### config.mk
export PLATFORM = sky130hd
export DESIGN_NAME = video_frame_ctrl
export DESIGN_NICKNAME = d
export VERILOG_FILES = /design/src/rtl/video_frame_ctrl.sv
export SDC_FILE = /design/constraint.sdc
export NUM_CORES = 1
export LEC_CHECK = 0
export ABC_AREA = 1
export BUFFER_PORTS_ARGS = -buffer_cell sky130_fd_sc_hd__buf_2
export CAP_MARGIN = 20
export CELL_PAD_IN_SITES_DETAIL_PLACEMENT = 1
export CELL_PAD_IN_SITES_GLOBAL_PLACEMENT = 1
export CORE_MARGIN = 3
export CORE_UTILIZATION = 36
export DETAILED_ROUTE_END_ITERATION = 7
export GPL_ROUTABILITY_DRIVEN = 0
export HOLD_SLACK_MARGIN = 0.02
export PLACE_DENSITY_LB_ADDON = 0.2
export SETUP_SLACK_MARGIN = 0.02
export SYNTH_ARGS = -nofsm -noshare
export SYNTH_HDL_FRONTEND = slang
export SYNTH_SLANG_ARGS = --single-unit
### constraint.sdc
create_clock -name clk -period 1.78 [get_ports clk]
set_input_delay 0.534 -clock clk [delete_from_list [all_inputs] [get_ports clk]]
set_output_delay 0.534 -clock clk [all_outputs]
set_load 0.02 [all_outputs]
### src/rtl/video_frame_ctrl.sv
// Video frame controller: measures line length, locks onto the frame timing and gates
// de with per-pixel x/y coordinates. Define VFC_LINE_CHECK_EN to drop lock on a bad line.
module video_frame_ctrl #(
   parameter int XW = 11,
   parameter int YW = 10
) (
   input  logic          clk,
   input  logic          rst,
   input  logic          de_in,
   input  logic          h_sync_in,
   input  logic          v_sync_in,
   input  logic [7:0]    pixel_in,
   output logic          de_out,
   output logic          h_sync_out,
   output logic          v_sync_out,
   output logic [7:0]    pixel_out,
   output logic [XW-1:0] x_out,
   output logic [YW-1:0] y_out,
   output logic          frame_start,
   output logic          line_start,
   output logic          locked,
   output logic          line_err
);

   localparam logic [1:0] ST_UNLOCKED   = 2'd0;
   localparam logic [1:0] ST_MEASURE    = 2'd1;
   localparam logic [1:0] ST_WAIT_FRAME = 2'd2;
   localparam logic [1:0] ST_LOCKED     = 2'd3;

   localparam logic [XW-1:0] X_MAX  = {XW{1'b1}};
   localparam logic [XW-1:0] X_ZERO = {XW{1'b0}};
   localparam logic [XW-1:0] X_ONE  = {{(XW-1){1'b0}}, 1'b1};
   localparam logic [YW-1:0] Y_MAX  = {YW{1'b1}};
   localparam logic [YW-1:0] Y_ZERO = {YW{1'b0}};
   localparam logic [YW-1:0] Y_ONE  = {{(YW-1){1'b0}}, 1'b1};

   logic          v_q_r;
   logic          de_q_r;
   logic [1:0]    state_r;
   logic [XW-1:0] line_len_r;
   logic          fs_pend_r;

   logic          vs_rise_s;
   logic          de_rise_s;
   logic          de_fall_s;
   logic          de_gate_s;
   logic [XW-1:0] x_nxt_s;
   logic [YW-1:0] y_nxt_s;
   logic [XW-1:0] line_cnt_s;
   logic [1:0]    state_nxt_s;
   logic          err_s;

   assign vs_rise_s  = v_sync_in & ~v_q_r;
   assign de_rise_s  = de_in & ~de_q_r;
   assign de_fall_s  = ~de_in & de_q_r;
   assign de_gate_s  = de_in & (state_r == ST_LOCKED);
   // x_out holds the last assigned x, so the finished line's pixel count is x_out + 1
   assign line_cnt_s = x_out + X_ONE;

   // Coordinate counters; the output registers double as the counters
   always_comb begin
      x_nxt_s = x_out;
      y_nxt_s = y_out;
      if (de_rise_s) begin
         x_nxt_s = X_ZERO;
      end else if (de_in) begin
         x_nxt_s = (x_out == X_MAX) ? X_MAX : (x_out + X_ONE);
      end else begin
         x_nxt_s = x_out;
      end
      if (vs_rise_s) begin
         y_nxt_s = Y_ZERO;
      end else if (de_fall_s) begin
         y_nxt_s = (y_out == Y_MAX) ? Y_MAX : (y_out + Y_ONE);
      end else begin
         y_nxt_s = y_out;
      end
   end

   // Lock state machine and line-length mismatch detection
   always_comb begin
      state_nxt_s = state_r;
      err_s       = 1'b0;
      case (state_r)
         ST_UNLOCKED: begin
            if (vs_rise_s) state_nxt_s = ST_MEASURE;
            else           state_nxt_s = ST_UNLOCKED;
         end
         ST_MEASURE: begin
            if (vs_rise_s)      state_nxt_s = ST_MEASURE;
            else if (de_fall_s) state_nxt_s = ST_WAIT_FRAME;
            else                state_nxt_s = ST_MEASURE;
         end
         ST_WAIT_FRAME: begin
            if (vs_rise_s) state_nxt_s = ST_LOCKED;
            else           state_nxt_s = ST_WAIT_FRAME;
         end
         ST_LOCKED: begin
`ifdef VFC_LINE_CHECK_EN
            // a saturated x counter means the line overran the counter: always a mismatch
            if (de_fall_s && ((x_out == X_MAX) || (line_cnt_s != line_len_r))) begin
               state_nxt_s = ST_UNLOCKED;
               err_s       = 1'b1;
            end else begin
               state_nxt_s = ST_LOCKED;
            end
`else
            state_nxt_s = ST_LOCKED;
`endif
         end
         default: state_nxt_s = ST_UNLOCKED;
      endcase
   end

   // State, edge history, line length and all registered outputs
   always_ff @(posedge clk) begin
      if (rst) begin
         v_q_r       <= 1'b0;
         de_q_r      <= 1'b0;
         state_r     <= ST_UNLOCKED;
         line_len_r  <= X_ZERO;
         fs_pend_r   <= 1'b0;
         de_out      <= 1'b0;
         h_sync_out  <= 1'b0;
         v_sync_out  <= 1'b0;
         pixel_out   <= 8'd0;
         x_out       <= X_ZERO;
         y_out       <= Y_ZERO;
         frame_start <= 1'b0;
         line_start  <= 1'b0;
         locked      <= 1'b0;
         line_err    <= 1'b0;
      end else begin
         v_q_r       <= v_sync_in;
         de_q_r      <= de_in;
         state_r     <= state_nxt_s;
         if ((state_r == ST_MEASURE) && de_fall_s && !vs_rise_s) begin
            line_len_r <= line_cnt_s;
         end
         if (de_gate_s)      fs_pend_r <= 1'b0;
         else if (vs_rise_s) fs_pend_r <= 1'b1;
         de_out      <= de_gate_s;
         h_sync_out  <= h_sync_in;
         v_sync_out  <= v_sync_in;
         pixel_out   <= pixel_in;
         x_out       <= x_nxt_s;
         y_out       <= y_nxt_s;
         frame_start <= de_gate_s & (fs_pend_r | vs_rise_s);
         line_start  <= de_gate_s & (x_nxt_s == X_ZERO);
         locked      <= (state_nxt_s == ST_LOCKED);
         line_err    <= err_s;
      end
   end

endmodule

After elaboration in Yosys (flattened, before gate mapping):

Cells that the tools add are included.

* output and inout port bits: 36
* word-level logic and storage cells: 43
* input bits: 13
* bits in registers: 39

* $add $sub $neg: 2
* mux-type cells: 9
* equality and inequality tests: 6
* reductions and logical operators: 4
* bitwise logic cells: 10

Operators with widths (count)
* 11-bit two-way mux: 3
* 11-bit by 1-bit adder with 11-bit output, second input constant: 1
* 11-bit equality test, second input constant: 1
* 11-bit zero test: 1
* 10-bit by 1-bit adder with 10-bit output, second input constant: 1
* 10-bit equality test, second input constant: 1
* 10-bit two-way mux: 1
* 2-bit case mux with 4 select lines: 1
* 1-bit AND: 6
* 2-bit equality test, second input constant: 3
* 2-bit two-way mux: 2
* 2-bit OR reduction: 2
* 1-bit NOT: 3
* 2-bit by 1-bit equality test with 1-bit output, second input constant: 1
* 2-bit zero test: 1
* 1-bit two-way mux: 2
* 1-bit OR: 1

Logic depth before layout (Yosys ltp):

Gate-level depths: netlist of run 1.

* depth in word-level cells: 6
* gate-level depth with buffers: 11

Least setup slack after synthesis of run 1:

Ideal clock, no wire load.

* path kind: register to register
* start: register x_out[0]
* end: register line_start
* arrival time: 1.417 ns
* period minus slack after synthesis: 1.529 ns
* cell stages (with the launch flop): 9
* setup time: 0.111 ns
* path buffers: 0
* slack: 0.251 ns
* cells stage by stage: dfxtp_1 > ha_1 > nand3_2 > nor2_4 > nand3_4 > a21oi_1 > nor2_1 > nand3_1 > nor2_1

* longest elaborated chain between the ends: 6

Ends and longest elaborated chain
* start: declaration: line 17 `output logic [XW-1:0] x_out,`
* start signal: assignment: line 146 `x_out <= x_nxt_s;`
* 11-bit by 1-bit adder with 11-bit output / 11-bit equality test (equally long branches): line 67 `x_nxt_s = (x_out == X_MAX) ? X_MAX : (x_out + X_ONE);`
* 11-bit two-way mux: line 67
* 11-bit two-way mux *: line 66 `end else if (de_in) begin`
* 11-bit two-way mux *: line 64 `if (de_rise_s) begin`
* 11-bit zero test *: line 149 `line_start <= de_gate_s & (x_nxt_s == X_ZERO);`
* 1-bit AND *: line 149
* end signal: assignment: line 149
* end: declaration: line 20 `output logic line_start,`

Every way passes the cells marked *; elsewhere a longest branch is shown, timed or not.
A chain may end at the register's enable or synchronous reset.

Final worst setup path of run 1:

* start: register x_out[1]
* end: register line_start

The elaborated chain is that of the path after synthesis.

==> metrics.yaml, run 1 <==
clock_network:
  cts_resized: 0
  cts_root_buf: "clkbuf_8"
  cts_made_buffers: 5
  cts_max_path_buffers: 2
  cts.htree.levels: 2
  postCtsSetupBuffers: 0
  cts.sinks: 39
  clk_pin_slew_worst_paths_ns: 0.08
  hold_buffers: 0
  clk_latency_ns: 0.29
  cts_tree: "yes"
sta:
  fin_crit_ns: 1.61
  max_freq_mhz: 620
  period_share_pct: 90.6
  slew_viol_final: 0
  rsz0062_at_grt: "false"
  whs_ns: 0.445
  finClkSkew_ns: 0.00345
  setup_viol: 0
  finalWorstSetupSlack_ns: 0.167
  hold_viol_final: 0
synthesis:
  synthMuxAreaShare_pct: 0.569
  syn_area_per_cell_um2: 7.42
  synth_top_family_by_area: "simple AND/OR/NAND/NOR gates"
  ys_ff_latch: 39
  yosysWarningCount: 0
  synth-adder-area-share_pct: 1.42
  yosysUniqueCellTypes: 30
  synthSimpleGateAreaFrac_pct: 33.3
  synth_xor_area_share_pct: 3.49
  syn_area_um2: 1760
  synth_compound_area_share_pct: 6.55
  syn_nets: 252
  syn_inst: 237
  seq_area_frac_synth_pct: 44.4
drt:
  wire_per_inst_um: 11.9
  post_drt_via_cell_ratio: 4.50
  drc: 0
  drt_iter0_drc: 99
  postRouteAntennaNets: 0
  dr.pass1.iters: 4
  wirelength_mm: 4.27
  vias: 1608
floorplanning:
  ios: 49
  design.die.area_um2: 5760
  die_h_um: 75.9
  core-area_um2: 4530
  die_x_um: 75.9
  rows: 24
  initial_core_util_pct: 38.8
critical_path:
  crit_path_start_kind: "register"
  endpoint_kind: "register"
  crit_required_ns: 1.97
  path_max_fanout: 9
  worst-setup-path-type: "reg2reg"
  critPathArrivalTime_ns: 1.80
  reg2reg_depth: 8
global_routing:
  grt_usage_pct: 16.2
  grt_pass1_vias: 1513
  grt_overflow: 0
  grt_max_degree: 16
  antenna_found_initial: 0
  grt_pass1_wl_mm: 7.12
hold_path:
  whs_path_depth: 3
  hp-class: "in2reg"
power:
  ir_worst_vdd_v: 0.000434
  power_density_nw_per_um2: 739
  p_leak_nw: 1.08
place:
  numPortBuffers: 47
  place_area_um2: 2090
  place_ws_ns: -0.0557
  hpwl_mm: 3.37
run:
  maxCapViolations: 0
finish:
  antenna_cells: 0
  areaGrowthSynthToFinish_pct: 23.8
  fillCellCount: 588
  multi_input_area_um2: 801
  regArea_um2: 781
  final_cell_mix: "nand2_1, buf_2, nor2_1"
  fin_util_pct: 48.0
  layout_commonest_cell: "nand2_1"
  postLayoutCellArea_um2: 2180
  drive_above_1_share_pct: 26.0
  num-nets-final: 306
status:
  status: "finished clean"
[worst max-delay path: stages (launching register included)]
cell and delay, ns:
dfxtp_1 0.41, ha_1 0.23, nand3_2 0.12, nor2_4 0.18, nand3_4 0.14, a21oi_1 0.24, nor2_1 0.07, nand3_1 0.07
nor2_1 0.05
[final timing paths]
kind | to | start | slack, ns
worst max-delay path | line_start | x_out[1] | 0.17
worst min-delay path | h_sync_out | h_sync_in | 0.44
worst max register to register | line_start | x_out[1] | 0.17
worst min register to register | y_out[8] | y_out[8] | 0.46
[layer usage]
layer | part of all wire [%] | vias to the layer above | track usage, %
li1 | - | 836 | -
met1 | 51 | 730 | 23.5
met2 | 42 | 36 | 23.3
met3 | 5.9 | 6 | 4.75
met4 | 1.4 | 0 | 4.66
met5 | 0 | - | 0
[sequential cells by signal, indices dropped and copies added, names as in the netlist]
register and flops:
frame_start 1, locked 1, y_out 10, pixel_out 8
h_sync_out 1, v_q_r 1, state_r 2, line_start 1
de_q_r 1, de_out 1, fs_pend_r 1, x_out 11
[Yosys cell counts]
| cell type | instances | area share, % |
|---|---|---|
| a21oi_1 | 7 | 2.0 |
| nor2_2 | 1 | 0.36 |
| o21ai_0 | 2 | 0.57 |
| nand3_4 | 2 | 2.0 |
| xnor2_1 | 5 | 2.5 |
| inv_1 | 34 | 7.3 |
| mux2i_1 | 1 | 0.57 |
| nand3_2 | 3 | 1.7 |
| nor2_1 | 42 | 9.0 |
| nand2_1 | 49 | 10 |
| or2_2 | 1 | 0.36 |
| o21ai_1 | 5 | 1.4 |
| xor2_1 | 2 | 1.0 |
| o21bai_1 | 1 | 0.43 |
| buf_6 | 1 | 0.64 |
| buf_4 | 1 | 0.43 |
| nor2_4 | 3 | 1.9 |
| nand3_1 | 14 | 4.0 |
| inv_2 | 5 | 1.1 |
| dfxtp_1 | 39 | 44 |
| a31oi_1 | 3 | 1.1 |
| nand2_2 | 1 | 0.36 |
| nand4_1 | 5 | 1.8 |
| nor2_8 | 1 | 1.1 |
| o221a_2 | 1 | 0.64 |
| ha_1 | 2 | 1.4 |
| nor3_1 | 1 | 0.28 |
| conb_1 | 1 | 0.21 |
| o211ai_1 | 1 | 0.43 |
| clkbuf_1 | 3 | 0.64 |
[cell families (layout without fill, tap and decap cells)]
logic type | after synthesis | in the layout
other | 1 | 1
AOI/OAI and AO/OA | 20 | 20
DFF | 39 | 39
and+or+nand+nor | 123 | 123
muxes | 1 | 1
adders and majority gates | 2 | 2
buffers and inverters | 44 | 99
xor gates and xnor gates | 7 | 7
[where the power goes]
| group | switching, mW | total (mW) | internal (mW) |
|---|---|---|---|
| Combinational | 0.0843 | 0.132 | 0.0474 |
| Clock | 0.300 | 0.575 | 0.275 |
| Sequential | 0.00866 | 0.901 | 0.893 |
| Total | 0.393 | 1.61 | 1.22 |
[layout make-up]
type,instances,area share (%)
clock buffer,7,3.51
clock inverter,1,0.230
inverter,39,6.73
multi-input combinational,154,36.8
sequential,39,35.9
tap,65,3.74
timing repair buffer,52,13.1
[through the flow]
stage	setup TNS, ns	total power, mW	cells
floorplan	0	1.01	237
global placement	-0.00249	1.05	349
detailed placement	-0.0557	1.06	349
CTS	0	1.63	357
global route	0	1.68	357
finish	0	1.61	357
Note: power is estimated with default switching activity, not from simulation.
==> run 2, diff against run 1 <==
Settings changed: CELL_PAD_IN_SITES_DETAIL_PLACEMENT 1 to not set, CELL_PAD_IN_SITES_GLOBAL_PLACEMENT 1 to not set, CORE_UTILIZATION 36 to 45, SETUP_SLACK_MARGIN 0.02 to not set.
==> metrics.yaml, run 2 (synthesis results as in run 1) <==
drt:
  dr.pass1.iters: 4
  drc: 0
  wire_per_inst_um: 10.8
  wirelength_mm: 3.65
  postRouteAntennaNets: 0
  vias: 1579
  post_drt_via_cell_ratio: 4.69
  drt_iter0_drc: 76
status:
  status: "finished clean"
clock_network:
  cts.htree.levels: 2
  clk_latency_ns: 0.29
  cts_max_path_buffers: 2
  cts_tree: "yes"
  cts_resized: 0
  clk_pin_slew_worst_paths_ns: 0.08
  cts_root_buf: "clkbuf_8"
  hold_buffers: 0
  cts.sinks: 39
  cts_made_buffers: 5
  postCtsSetupBuffers: 0
finish:
  drive_above_1_share_pct: 25.6
  areaGrowthSynthToFinish_pct: 24.2
  largest_reg_flops: 11
  reg_top3: "x_out (11), y_out (10), pixel_out (8)"
  num-nets-final: 303
  fillCellCount: 363
  fin_cells: 337
  antenna_cells: 0
  final_cell_mix: "nand2_1, buf_2, nor2_1"
  layout_commonest_cell: "nand2_1"
  regMostFlops: "x_out"
critical_path:
  crit_path_top_delay_cell: "dfxtp_1"
  crit_required_ns: 1.99
  critPathArrivalTime_ns: 1.79
  worst-setup-path-type: "reg2reg"
  reg2reg_slack_ns: 0.20
  cp_cell_sequence: "ha_1 > nand4_1 > nor2_1 > nand4_1 > a31oi_1"
  cpPeakStageDelay_ns: 0.43
  path_delay_family: "simple AND/OR/NAND/NOR gates"
  crit_buf_inv: 0
  path_max_fanout: 6
  cpMostUsedCell: "nand4_1"
  crit_path_start_kind: "register"
  endpoint_kind: "register"
place:
  numPortBuffers: 47
  hpwl_mm: 2.76
  place_inst: 329
global_routing:
  antenna_found_initial: 0
  grt_usage_pct: 17.4
  grt_max_degree: 23
  grt_pass1_wl_mm: 6.19
  grt_pass1_vias: 1396
  grt_overflow: 0
power:
  power.share.combinational_pct: 6.6
  switching_power_mw: 0.386
  power.internal_mw: 1.50
  p_leak_nw: 1.09
  ir_worst_vdd_v: 0.000529
  p_seq_share_pct: 48.0
  power_density_nw_per_um2: 863
  power_frac_clock_pct: 45.4
  p_sw_share_pct: 20.5
floorplanning:
  die_h_um: 68.5
  initial_core_util_pct: 47.3
  design.die.area_um2: 4690
  core-area_um2: 3720
  rows: 22
  die_x_um: 68.5
  ios: 49
sta:
  period_share_pct: 88.7
  finClkSkew_ns: 0.00709
  setup_viol: 0
  max_freq_mhz: 633
  hold_viol_final: 0
  slew_viol_final: 0
  fin_tns_setup_ns: 0
  rsz0062_at_grt: "false"
  whs_ns: 0.447
  fin_crit_ns: 1.58
run:
  maxCapViolations: 0
hold_path:
  hp-class: "in2reg"
==> run 2: final timing paths <==
path                                  start            to  depth (start not counted)
worst max-delay path               y_out[0]      y_out[9]                          5
worst min-delay path            pixel_in[3]  pixel_out[3]                          3
worst max register to register     y_out[0]      y_out[9]                          5
worst min register to register     y_out[8]      y_out[8]                          2
==> run 2: worst min-delay path: stages <==
cell and delay [ns]:
buf_2 0.07, inv_1 0.03, nor2_1 0.06
==> run 2: through the flow <==
stage                     power [mW]  utilization, %  setup WS (ns)  cell area (um^2)
after global placement          1.05            55.2         0.0687              2050
final                           1.88            58.8          0.201              2180
after global routing            1.95            58.8         0.0645              2180
after CTS                       1.90            58.8          0.205              2180
after detailed placement        1.05            55.2         0.0318              2050
after floorplan                 1.01               -          0.251              1760
==> run 2: cell type report <==
class / count / area, um^2 / share of cell area (%)
Tap cell: 48 / 60.1 / 2.75
Inverter: 39 / 146 / 6.70
Sequential cell: 39 / 781 / 35.8
Multi-Input combinational cell: 154 / 801 / 36.7
Clock inverter: 2 / 60.1 / 2.75
Clock buffer: 6 / 72.6 / 3.32
Timing Repair Buffer: 49 / 263 / 12.0
==> run 2: layer usage <==
metal / vias up / global-route usage [%] / share of wire [%]
met5: - / 0 / 0
met4: 0 / 6.95 / 1.6
met3: 6 / 4.70 / 5.0
met2: 35 / 24.3 / 43
met1: 700 / 24.9 / 50
li1: 838 / - / -
==> run 2: power by group through the flow <==
stage / clock (mW) / combinational, mW / sequential (mW)
after global routing: 0.908 / 0.141 / 0.906
after global placement: 0 / 0.124 / 0.923
final: 0.855 / 0.125 / 0.904
after CTS: 0.873 / 0.126 / 0.904
after detailed placement: 0 / 0.126 / 0.924
after floorplan: 0 / 0.0644 / 0.943
==> run 3, diff against run 2 <==
Settings changed: CORE_ASPECT_RATIO set to 0.5.
==> metrics.yaml, run 3 (synthesis results as in run 1) <==
status:
  status: "finished clean"
finish:
  largest_reg_flops: 11
  fin_util_pct: 60.0
  antenna_cells: 0
  layout_commonest_cell: "nand2_1"
  reg_top3: "x_out (11), y_out (10), pixel_out (8)"
  drive_above_1_share_pct: 25.7
  fillCellCount: 345
  final_cell_mix: "nand2_1, buf_2, nor2_1"
  fin_cells: 339
  areaGrowthSynthToFinish_pct: 22.4
  postLayoutCellArea_um2: 2150
  regMostFlops: "x_out"
  num-nets-final: 302
critical_path:
  path_depth: 8
  path_max_fanout: 9
  crit_required_ns: 1.96
  cpPeakStageDelay_ns: 0.40
  reg2reg_depth: 8
  critPathLaunch: "x_out[0]"
  critPathCapture: "line_start"
  path_delay_family: "simple AND/OR/NAND/NOR gates"
  reg2reg_from: "x_out[0]"
  critPathArrivalTime_ns: 1.77
  cp_cell_sequence: "ha_1 > nand3_2 > nor2_4 > nand3_4 > a21oi_1 > nor2_1 > nand3_1 > nor2_1"
  crit_path_top_delay_cell: "dfxtp_1"
  worst-setup-path-type: "reg2reg"
  reg2reg_slack_ns: 0.20
  crit_path_start_kind: "register"
  r2r_end: "line_start"
  crit_buf_inv: 0
  cpMostUsedCell: "nor2_1"
  endpoint_kind: "register"
floorplanning:
  initial_core_util_pct: 49.0
  core-area_um2: 3580
  ios: 49
  die_x_um: 94.4
  design.die.area_um2: 4740
  rows: 15
  die_h_um: 50.2
global_routing:
  grt_pass1_vias: 1420
  grt_max_degree: 22
  antenna_found_initial: 0
  grt_pass1_wl_mm: 6.14
  grt_overflow: 0
  grt_usage_pct: 16.5
sta:
  max_freq_mhz: 632
  rsz0062_at_grt: "false"
  period_share_pct: 88.8
  fin_tns_setup_ns: 0
  finClkSkew_ns: 0.00264
  hold_viol_final: 0
  setup_viol: 0
  fin_crit_ns: 1.58
  slew_viol_final: 0
clock_network:
  cts_made_buffers: 5
  cts.sinks: 39
  cts_root_buf: "clkbuf_8"
  cts_resized: 0
  clk_latency_ns: 0.28
  cts_tree: "yes"
  cts_max_path_buffers: 2
  postCtsSetupBuffers: 0
  cts.htree.levels: 2
  clk_pin_slew_worst_paths_ns: 0.08
  hold_buffers: 0
power:
  power_density_nw_per_um2: 827
  power_frac_clock_pct: 42.5
  total_power_mw: 1.78
  p_leak_nw: 1.07
  ir_worst_vdd_v: 0.000528
  power.share.combinational_pct: 6.8
  p_seq_share_pct: 50.7
  power.internal_mw: 1.39
  p_sw_share_pct: 22.1
  switching_power_mw: 0.393
place:
  place_area_um2: 2030
  place_inst: 331
  numPortBuffers: 47
  hpwl_mm: 2.69
drt:
  post_drt_via_cell_ratio: 4.62
  met3RoutedLength_um: 237
  m1WireLength_mm: 1.77
  vias: 1565
  wire_per_inst_um: 10.7
  wirelength_mm: 3.62
  met2_length_mm: 1.60
  top_layer_used: "met4"
  dr.pass1.iters: 4
  postRouteAntennaNets: 0
  drc: 0
  drt_iter0_drc: 42
run:
  maxCapViolations: 0
hold_path:
  whs_path_depth: 3
  hp-class: "in2reg"
==> run 3: how the worst min path moves through the flow <==
stage / start / to
after global routing: h_sync_in / h_sync_out
after detailed placement: y_out[8] / y_out[8]
after global placement: fs_pend_r / fs_pend_r
after floorplan: fs_pend_r / fs_pend_r
final: pixel_in[0] / pixel_out[0]
after CTS: pixel_in[4] / pixel_out[4]
==> run 3: power groups by stage <==
stage	sequential (mW)	combinational (mW)	clock, mW
3_5_place_dp	0.923	0.121	0
3_3_place_gp	0.923	0.119	0
5_1_grt	0.905	0.137	0.831
4_1_cts	0.903	0.122	0.779
6_report	0.903	0.121	0.757
2_1_floorplan	0.943	0.0644	0
==> run 3: per-stage QoR <==
stage / hold slack (ns) / setup slack (ns)
4_1_cts: 0.439 / 0.197
3_3_place_gp: 0.438 / 0.0358
3_5_place_dp: 0.446 / 0.00908
2_1_floorplan: 0.427 / 0.251
6_report: 0.444 / 0.199
5_1_grt: 0.431 / 0.0883
==> run 3: final cells by class <==
cell class | count | area (um^2) | area share [%]
Clock inverter | 2 | 35.0 | 1.63
Clock buffer | 6 | 82.6 | 3.84
Sequential cell | 39 | 781 | 36.3
Inverter | 39 | 146 | 6.80
Timing Repair Buffer | 48 | 243 | 11.3
Tap cell | 51 | 63.8 | 2.97
Multi-Input combinational cell | 154 | 801 | 37.2
==> run 3: worst reg2reg max path: cells and delay by family (launching register included) <==
family | cells | cell delay (ns)
compound gates | 1 | 0.23
fa+ha+maj | 1 | 0.21
flops | 1 | 0.40
simple gates | 6 | 0.63
==> run 3: per-layer routing <==
layer / vias up / track usage (%)
met1: 693 / 20.8
met4: 0 / 5.04
met3: 2 / 6.29
met5: - / 0
met2: 38 / 26.1
li1: 832 / -
